## config.mk

```make
export PLATFORM = sky130hd
export DESIGN_NAME = cut_vector_sequencer
export DESIGN_NICKNAME = d
export VERILOG_FILES = /design/src/rtl/cut_seq_pkg.sv /design/src/rtl/cut_lfsr_gen.sv /design/src/rtl/cut_vector_sequencer.sv
export SDC_FILE = /design/constraint.sdc
export NUM_CORES = 1
export LEC_CHECK = 0
export BUFFER_PORTS_ARGS = -buffer_cell sky130_fd_sc_hd__buf_2
export CELL_PAD_IN_SITES_DETAIL_PLACEMENT = 1
export CELL_PAD_IN_SITES_GLOBAL_PLACEMENT = 1
export CORE_AREA = 2 2 105 107
export DETAILED_ROUTE_END_ITERATION = 16
export DIE_AREA = 0 0 107 109
export GPL_TIMING_DRIVEN = 1
export PLACE_DENSITY = 0.87
export SKIP_CTS_REPAIR_TIMING = 1
export SLEW_MARGIN = 25
export SYNTH_ARGS = -nofsm -noshare
export SYNTH_HDL_FRONTEND = slang
export SYNTH_SLANG_ARGS = --single-unit
```

## constraint.sdc

```tcl
create_clock -name clk -period 2.8 [get_ports clk]
set_clock_uncertainty 0.1 [all_clocks]
set_input_delay 0.42 -clock clk [delete_from_list [all_inputs] [get_ports clk]]
set_output_delay 0.42 -clock clk [all_outputs]
set_load 0.02 [all_outputs]
```

## src/rtl/cut_seq_pkg.sv

```systemverilog
// rtl/cut_seq_pkg.sv - shared types, constants and next-state helpers for the CUT vector sequencer
package cut_seq_pkg;

    localparam int DEF_IN_W       = 12;
    localparam int DEF_OUT_W      = 8;
    localparam int DEF_SETTLE_CYC = 2;
    localparam int DEF_CNT_W      = 16;

    // x^12+x^6+x^4+x+1, right-shift Galois form
    localparam logic [11:0] LFSR_TAPS = 12'h829;
    localparam logic [15:0] MISR_TAPS = 16'hB400;

    typedef enum logic [2:0] {
        ST_IDLE,
        ST_APPLY,
        ST_SETTLE,
        ST_CAPTURE,
        ST_DONE
    } seq_state_t;

    function automatic logic [11:0] lfsr_next(input logic [11:0] cur);
        return (cur >> 1) ^ (cur[0] ? LFSR_TAPS : 12'h000);
    endfunction

    function automatic logic [15:0] misr_next(input logic [15:0] cur, input logic [15:0] data);
        return ((cur >> 1) ^ (cur[0] ? MISR_TAPS : 16'h0000)) ^ data;
    endfunction

endpackage

```

## src/rtl/cut_lfsr_gen.sv

```systemverilog
// rtl/cut_lfsr_gen.sv - stimulus register stepping as a binary counter or a Galois LFSR
module cut_lfsr_gen
    import cut_seq_pkg::*;
#(
    parameter int IN_W = DEF_IN_W
) (
    input  logic            clk,
    input  logic            rst_n,
    input  logic            load,
    input  logic            advance,
    input  logic            mode,
    input  logic [IN_W-1:0] seed,
    output logic [IN_W-1:0] stim
);

    localparam logic [IN_W-1:0] TAPS = IN_W'(LFSR_TAPS);

    logic            lfsr_mode;
    logic [IN_W-1:0] stim_next;

    always_comb begin
        if (lfsr_mode)
            stim_next = (stim >> 1) ^ (stim[0] ? TAPS : '0);
        else
            stim_next = stim + IN_W'(1);
    end

    // mode is latched at load so the input may change freely mid-sweep
    always_ff @(posedge clk or negedge rst_n) begin
        if (!rst_n) begin
            stim      <= '0;
            lfsr_mode <= 1'b0;
        end else if (load) begin
            lfsr_mode <= mode;
            if (!mode)
                stim <= '0;
            else if (seed == '0)
                stim <= IN_W'(1);
            else
                stim <= seed;
        end else if (advance) begin
            stim <= stim_next;
        end
    end

endmodule

```

## src/rtl/cut_vector_sequencer.sv

```systemverilog
// rtl/cut_vector_sequencer.sv - drives paired CUTs, compares responses, counts mismatches
// Optional MISR signature over resp_impl enabled by CUT_MISR_SIG_EN.
module cut_vector_sequencer
    import cut_seq_pkg::*;
#(
    parameter int IN_W       = DEF_IN_W,
    parameter int OUT_W      = DEF_OUT_W,
    parameter int SETTLE_CYC = DEF_SETTLE_CYC,
    parameter int CNT_W      = DEF_CNT_W
) (
    input  logic             clk,
    input  logic             rst_n,
    input  logic             start,
    input  logic             abort,
    input  logic             mode,
    input  logic [IN_W-1:0]  seed,
    input  logic [IN_W-1:0]  num_vec,
    output logic [IN_W-1:0]  stim,
    input  logic [OUT_W-1:0] resp_impl,
    input  logic [OUT_W-1:0] resp_gold,
    output logic             busy,
    output logic             done,
    output logic             pass,
    output logic [CNT_W-1:0] mism_cnt,
    output logic             first_fail_vld,
    output logic [IN_W-1:0]  first_fail_vec,
    output logic [15:0]      signature
);

    localparam int SCNT_W = (SETTLE_CYC > 1) ? $clog2(SETTLE_CYC) : 1;
    localparam logic [SCNT_W-1:0] SETTLE_LAST = SCNT_W'(SETTLE_CYC - 1);
    localparam logic [CNT_W-1:0]  CNT_MAX     = '1;
    localparam logic [IN_W:0]     FULL_SWEEP  = {1'b1, {IN_W{1'b0}}};
    localparam logic [IN_W:0]     REM_ONE     = (IN_W+1)'(1);

    seq_state_t        state;
    logic [SCNT_W-1:0] settle_cnt;
    logic [IN_W:0]     remaining;

    logic              start_ok;
    logic              abort_ok;
    logic              is_mism;
    logic              last_vec;
    logic              gen_advance;
    logic [CNT_W-1:0]  mism_nxt;

    always_comb begin
        start_ok    = (state == ST_IDLE) && start;
        abort_ok    = abort && ((state == ST_APPLY) || (state == ST_SETTLE) ||
                                (state == ST_CAPTURE));
        is_mism     = (resp_impl != resp_gold);
        mism_nxt    = (is_mism && (mism_cnt != CNT_MAX)) ? mism_cnt + CNT_W'(1) : mism_cnt;
        last_vec    = (remaining == REM_ONE);
        gen_advance = (state == ST_CAPTURE) && !abort_ok && !last_vec;
    end

    cut_lfsr_gen #(
        .IN_W (IN_W)
    ) u_gen (
        .clk     (clk),
        .rst_n   (rst_n),
        .load    (start_ok),
        .advance (gen_advance),
        .mode    (mode),
        .seed    (seed),
        .stim    (stim)
    );

    always_ff @(posedge clk or negedge rst_n) begin
        if (!rst_n) begin
            state          <= ST_IDLE;
            settle_cnt     <= '0;
            remaining      <= '0;
            busy           <= 1'b0;
            done           <= 1'b0;
            pass           <= 1'b0;
            mism_cnt       <= '0;
            first_fail_vld <= 1'b0;
            first_fail_vec <= '0;
        end else begin
            done <= 1'b0;
            if (abort_ok) begin
                // counters and first-fail capture survive an abort for post-mortem
                state <= ST_IDLE;
                busy  <= 1'b0;
                pass  <= 1'b0;
            end else begin
                case (state)
                    ST_IDLE: begin
                        if (start) begin
                            mism_cnt       <= '0;
                            first_fail_vld <= 1'b0;
                            first_fail_vec <= '0;
                            pass           <= 1'b0;
                            if (mode && (num_vec == '0)) begin
                                remaining <= '0;
                                state     <= ST_DONE;
                                done      <= 1'b1;
                                pass      <= 1'b1;
                            end else begin
                                remaining <= mode ? {1'b0, num_vec} : FULL_SWEEP;
                                state     <= ST_APPLY;
                                busy      <= 1'b1;
                            end
                        end
                    end
                    ST_APPLY: begin
                        settle_cnt <= SETTLE_LAST;
                        state      <= ST_SETTLE;
                    end
                    ST_SETTLE: begin
                        if (settle_cnt == '0)
                            state <= ST_CAPTURE;
                        else
                            settle_cnt <= settle_cnt - SCNT_W'(1);
                    end
                    ST_CAPTURE: begin
                        mism_cnt <= mism_nxt;
                        if (is_mism && !first_fail_vld) begin
                            first_fail_vld <= 1'b1;
                            first_fail_vec <= stim;
                        end
                        remaining <= remaining - REM_ONE;
                        if (last_vec) begin
                            state <= ST_DONE;
                            busy  <= 1'b0;
                            done  <= 1'b1;
                            pass  <= (mism_nxt == '0);
                        end else begin
                            state <= ST_APPLY;
                        end
                    end
                    ST_DONE: state <= ST_IDLE;
                    default: state <= ST_IDLE;
                endcase
            end
        end
    end

`ifdef CUT_MISR_SIG_EN
    always_ff @(posedge clk or negedge rst_n) begin
        if (!rst_n)
            signature <= '0;
        else if (start_ok)
            signature <= '0;
        else if ((state == ST_CAPTURE) && !abort_ok)
            signature <= misr_next(signature, 16'(resp_impl));
    end
`else
    assign signature = '0;
`endif

endmodule

```

==> results.md <==
| Parameter | This run | Unit |
| --- | --- | --- |
| GR Util All Layers | 21.9 | % |
| Synthesized-area fraction occupied by and/or/nand/nor cells | 23.2 | % |
| Detail-routed via count per cell | 5.85 | - |
| Die Span X | 107 | um |
| ANT cells | 0 | - |
| Final Setup Violations | 0 | - |
| Sequential share of the synthesized area | 38.6 | % |
| Unrepaired setup endpoints after global routing | no | - |
| Crit start category | flip-flop | - |
| Async S/R FF share, synth | 100 | % |
| Number of primary I/O pins | 105 | - |
| Slowest cell on the critical path | sky130_fd_sc_hd__dfrtp_1 | - |
| Final hold violations | 0 | - |
| Insertion delay to the later sink of the worst-skew pair | 0.36 | ns |
| Number of DRC violations after detailed routing | 0 | - |
| Cells after Synth | 472 | - |
| Worst max-slew margin expressed relative to the limit | 48.8 | % |
| Critical path data required time | 2.98 | ns |
| Time the final worst path needs with I/O delays and setup | 2.53 | ns |
| Xor-xnor portion of the synthesized cell area | 3.49 | % |
| Number of search-and-repair iterations in the first detailed-routing pass | 4 | - |
| Post-synth design cell area | 0.00402 | mm2 |
| Die area | 0.0117 | mm2 |
| GP Congestion | 0.837 | - |
| Total power per unit cell area | 819 | mW/mm2 |
| Cell variety after synth | 65 | - |
| Syn Area/Cell | 8.51 | um2 |
| Number of violations reported at the end of detailed-routing iteration 0 | 139 | - |
| Cell count of the worst reg-to-reg path | 8 | - |
| Post-synth top area cell | sky130_fd_sc_hd__dfrtp_1 | - |
| Top library cells by usage in the layout, fill and taps aside | sky130_fd_sc_hd__buf_2 (88), sky130_fd_sc_hd__dfrtp_1 (62), sky130_fd_sc_hd__o21ai_0 (59), sky130_fd_sc_hd__nand2_1 (42), sky130_fd_sc_hd__nor2_1 (31) | - |
| Fraction of layout cells with a size suffix above 1 | 23.8 | % |
| Leakage power figure | 2.24 | nW |
| Post-detailed-placement cell area | 0.00452 | mm2 |
| Floorplan core area | 0.0106 | mm2 |
| Nature of the critical path endpoint | flip-flop | - |
| Number of warnings reported in the yosys synthesis log | 0 | - |
| Max-cap violations | 0 | - |
| Count of flip-flops with a built-in enable after synthesis | 0 | - |
| Post-route worst hold slack | 0.0326 | ns |
| Synth Area in Compound Gates | 24.5 | % |
| Post-synthesis to final-layout area growth | 18.0 | % |
| Clock Pin Slew Worst Setup and Hold Paths | 0.08 | ns |
| Pin count of the biggest net entering global routing | 33 | - |
| Number of antenna violations at the first check in global routing | 0 | - |
| Tightest Pin Transition | 0.768 | ns |
| Initial Utilization | 37.9 | % |
| Total of flip-flops plus latches after synthesis | 62 | - |
| Cell row count | 38 | - |
| Final Slew Violations | 0 | - |
| Area share of fa/ha/maj cells after synthesis | 1.25 | % |
| Number of sinks handled by clock tree synthesis | 62 | - |
| Combinational family with the most area after synthesis | compound AO/OA/AOI/OAI gates | - |
| Overall overflow remaining after global route | 0 | - |
| Dominant register cell in the synthesized netlist | sky130_fd_sc_hd__dfrtp_1 | - |
| Cell types occupying the most area after synthesis | sky130_fd_sc_hd__dfrtp_1 (39%), sky130_fd_sc_hd__o21ai_0 (7.4%), sky130_fd_sc_hd__nand2_1 (3.9%) | - |
| Slowest Stage Delay on Critical Path | 0.48 | ns |
| Clock buffer depth | 2 | - |
| Setup CP Type | flip-flop to flip-flop | - |
| Total CTS buffers | 9 | - |
| Setup Total Neg Slack | 0 | ns |
| CP Cell Sequence | ha_1 -> nand4_1 -> o311ai_1 -> a21oi_1 -> or3_1 -> nand2_1 -> o2111ai_1 -> o21ai_2 | - |
| Outcome | finished clean | - |
| Total wirelength of the detailed-routed design | 12300 | um |
| Number of port buffers | 88 | - |
| Tightest Hold Check Type | input port to asynchronous set/reset pin | - |
| Worst endpoint data arrival time | 2.72 | ns |
| Total Nets Final | 599 | - |
| Portion of netlist area occupied by mux cells | 1.56 | % |
| Floorplan die height | 109 | um |
| Half-perimeter wire length of the detailed placement result | 9010 | um |
| Vias in the first global route | 4148 | - |
| Total number of vias | 4066 | - |
| Wire length of the first global-routing pass | 20500 | um |
| Area share of the leading cell type in the synthesized netlist | 38.6 | % |
| Commonest non-fill, non-tap cell in the layout | sky130_fd_sc_hd__buf_2 | - |
| Detail Route Antenna Nets | 0 | - |
| VDD IR max | 0.311 | mV |
| Max Fanout on Critical Path | 7 | - |
| Post-route clock period utilization | 90.5 | % |
| Fmax | 395 | MHz |
| Clock tree from TritonCTS | done | - |
| CTS H-tree depth | 3 | - |
| DR WL/cell | 17.7 | um |
| Root Buffer Master | sky130_fd_sc_hd__clkbuf_8 | - |
| Post-route cell area | 0.00474 | mm2 |
[stage by stage]
step	cells	utilization, %	power (mW)	worst slack, ns
after global routing	695	44.7	4.16	0.101
final	695	44.7	3.88	0.265
after floorplan	487	-	2.48	0.593
after CTS	695	44.7	3.87	0.284
after detailed placement	679	42.7	2.99	0.291
after global placement	679	42.7	2.89	0.371
[worst max-delay path: cells and delay by family (launching register included)]
| kind | cells | cell delay (ns) |
|---|---|---|
| compound gates | 4 | 0.93 |
| fa+ha+maj | 1 | 0.31 |
| flops | 1 | 0.48 |
| simple gates | 3 | 0.64 |
[cell usage after synthesis (all sizes together), types with 5 or more instances]
| master | instances |
|---|---|
| o21ai | 64 |
| inv | 10 |
| nand4 | 11 |
| nor2 | 32 |
| and2 | 6 |
| dfrtp | 62 |
| clkbuf | 21 |
| a31oi | 11 |
| nor3 | 19 |
| and3 | 12 |
| a21oi | 22 |
| buf | 26 |
| nand3 | 20 |
| nand2 | 43 |
| a32oi | 5 |
| nor4 | 10 |
| a22o | 14 |
| xor2 | 12 |
[routing by layer]
metal  track usage, %  part of all wire, %
met5                0                    0
met4             7.05                  1.2
met3             3.77                  5.1
met2             39.4                   51
met1             26.8                   43
[worst paths after layout]
path | start | to | slack, ns
worst max-delay path | mism_cnt[0] | pass | 0.27
worst min-delay path | rst_n | u_gen.lfsr_mode | 0.03
worst max register to register | mism_cnt[0] | pass | 0.27
worst min register to register | first_fail_vec[3] | first_fail_vec[3] | 0.40
max in group asynchronous | rst_n | remaining[3] | 1.90
min in group clk | seed[3] | u_gen.stim[3] | 0.21
[layout make-up]
class | instances | area (um2)
clock buffers | 10 | 128
inverters | 10 | 37.5
flip-flops and latches | 62 | 1550
clock inverters | 6 | 86.3
multi-input cells | 368 | 2220
fillers | 1288 | 5860
repair buffers | 99 | 536
well taps | 140 | 175
[cells by family (layout without fill, tap and decap cells)]
| kind of cell | after synthesis | count (layout) |
|---|---|---|
| adder cells (fa/ha/maj) | 4 | 4 |
| multiplexers | 6 | 6 |
| AO/OA/AOI/OAI | 152 | 152 |
| AND/OR/NAND/NOR | 174 | 174 |
| flip-flops | 62 | 62 |
| other | 1 | 16 |
| buffers and inverters | 57 | 125 |
| XOR/XNOR | 16 | 16 |
[sequential cells by signal, indices dropped and copies added (netlist names), 3 cells and up]
| register | flops |
|---|---|
| u_gen.stim | 12 |
| mism_cnt | 16 |
| state | 3 |
| first_fail_vec | 12 |
| remaining | 13 |
[power breakdown]
part / leakage [nW] / switching, mW / internal, mW
logic: 1.30 / 0.940 / 0.571
registers: 0.827 / 0.366 / 1.11
clock network: 0.106 / 0.390 / 0.500
No activity file was read; power rests on OpenSTA's default activity.
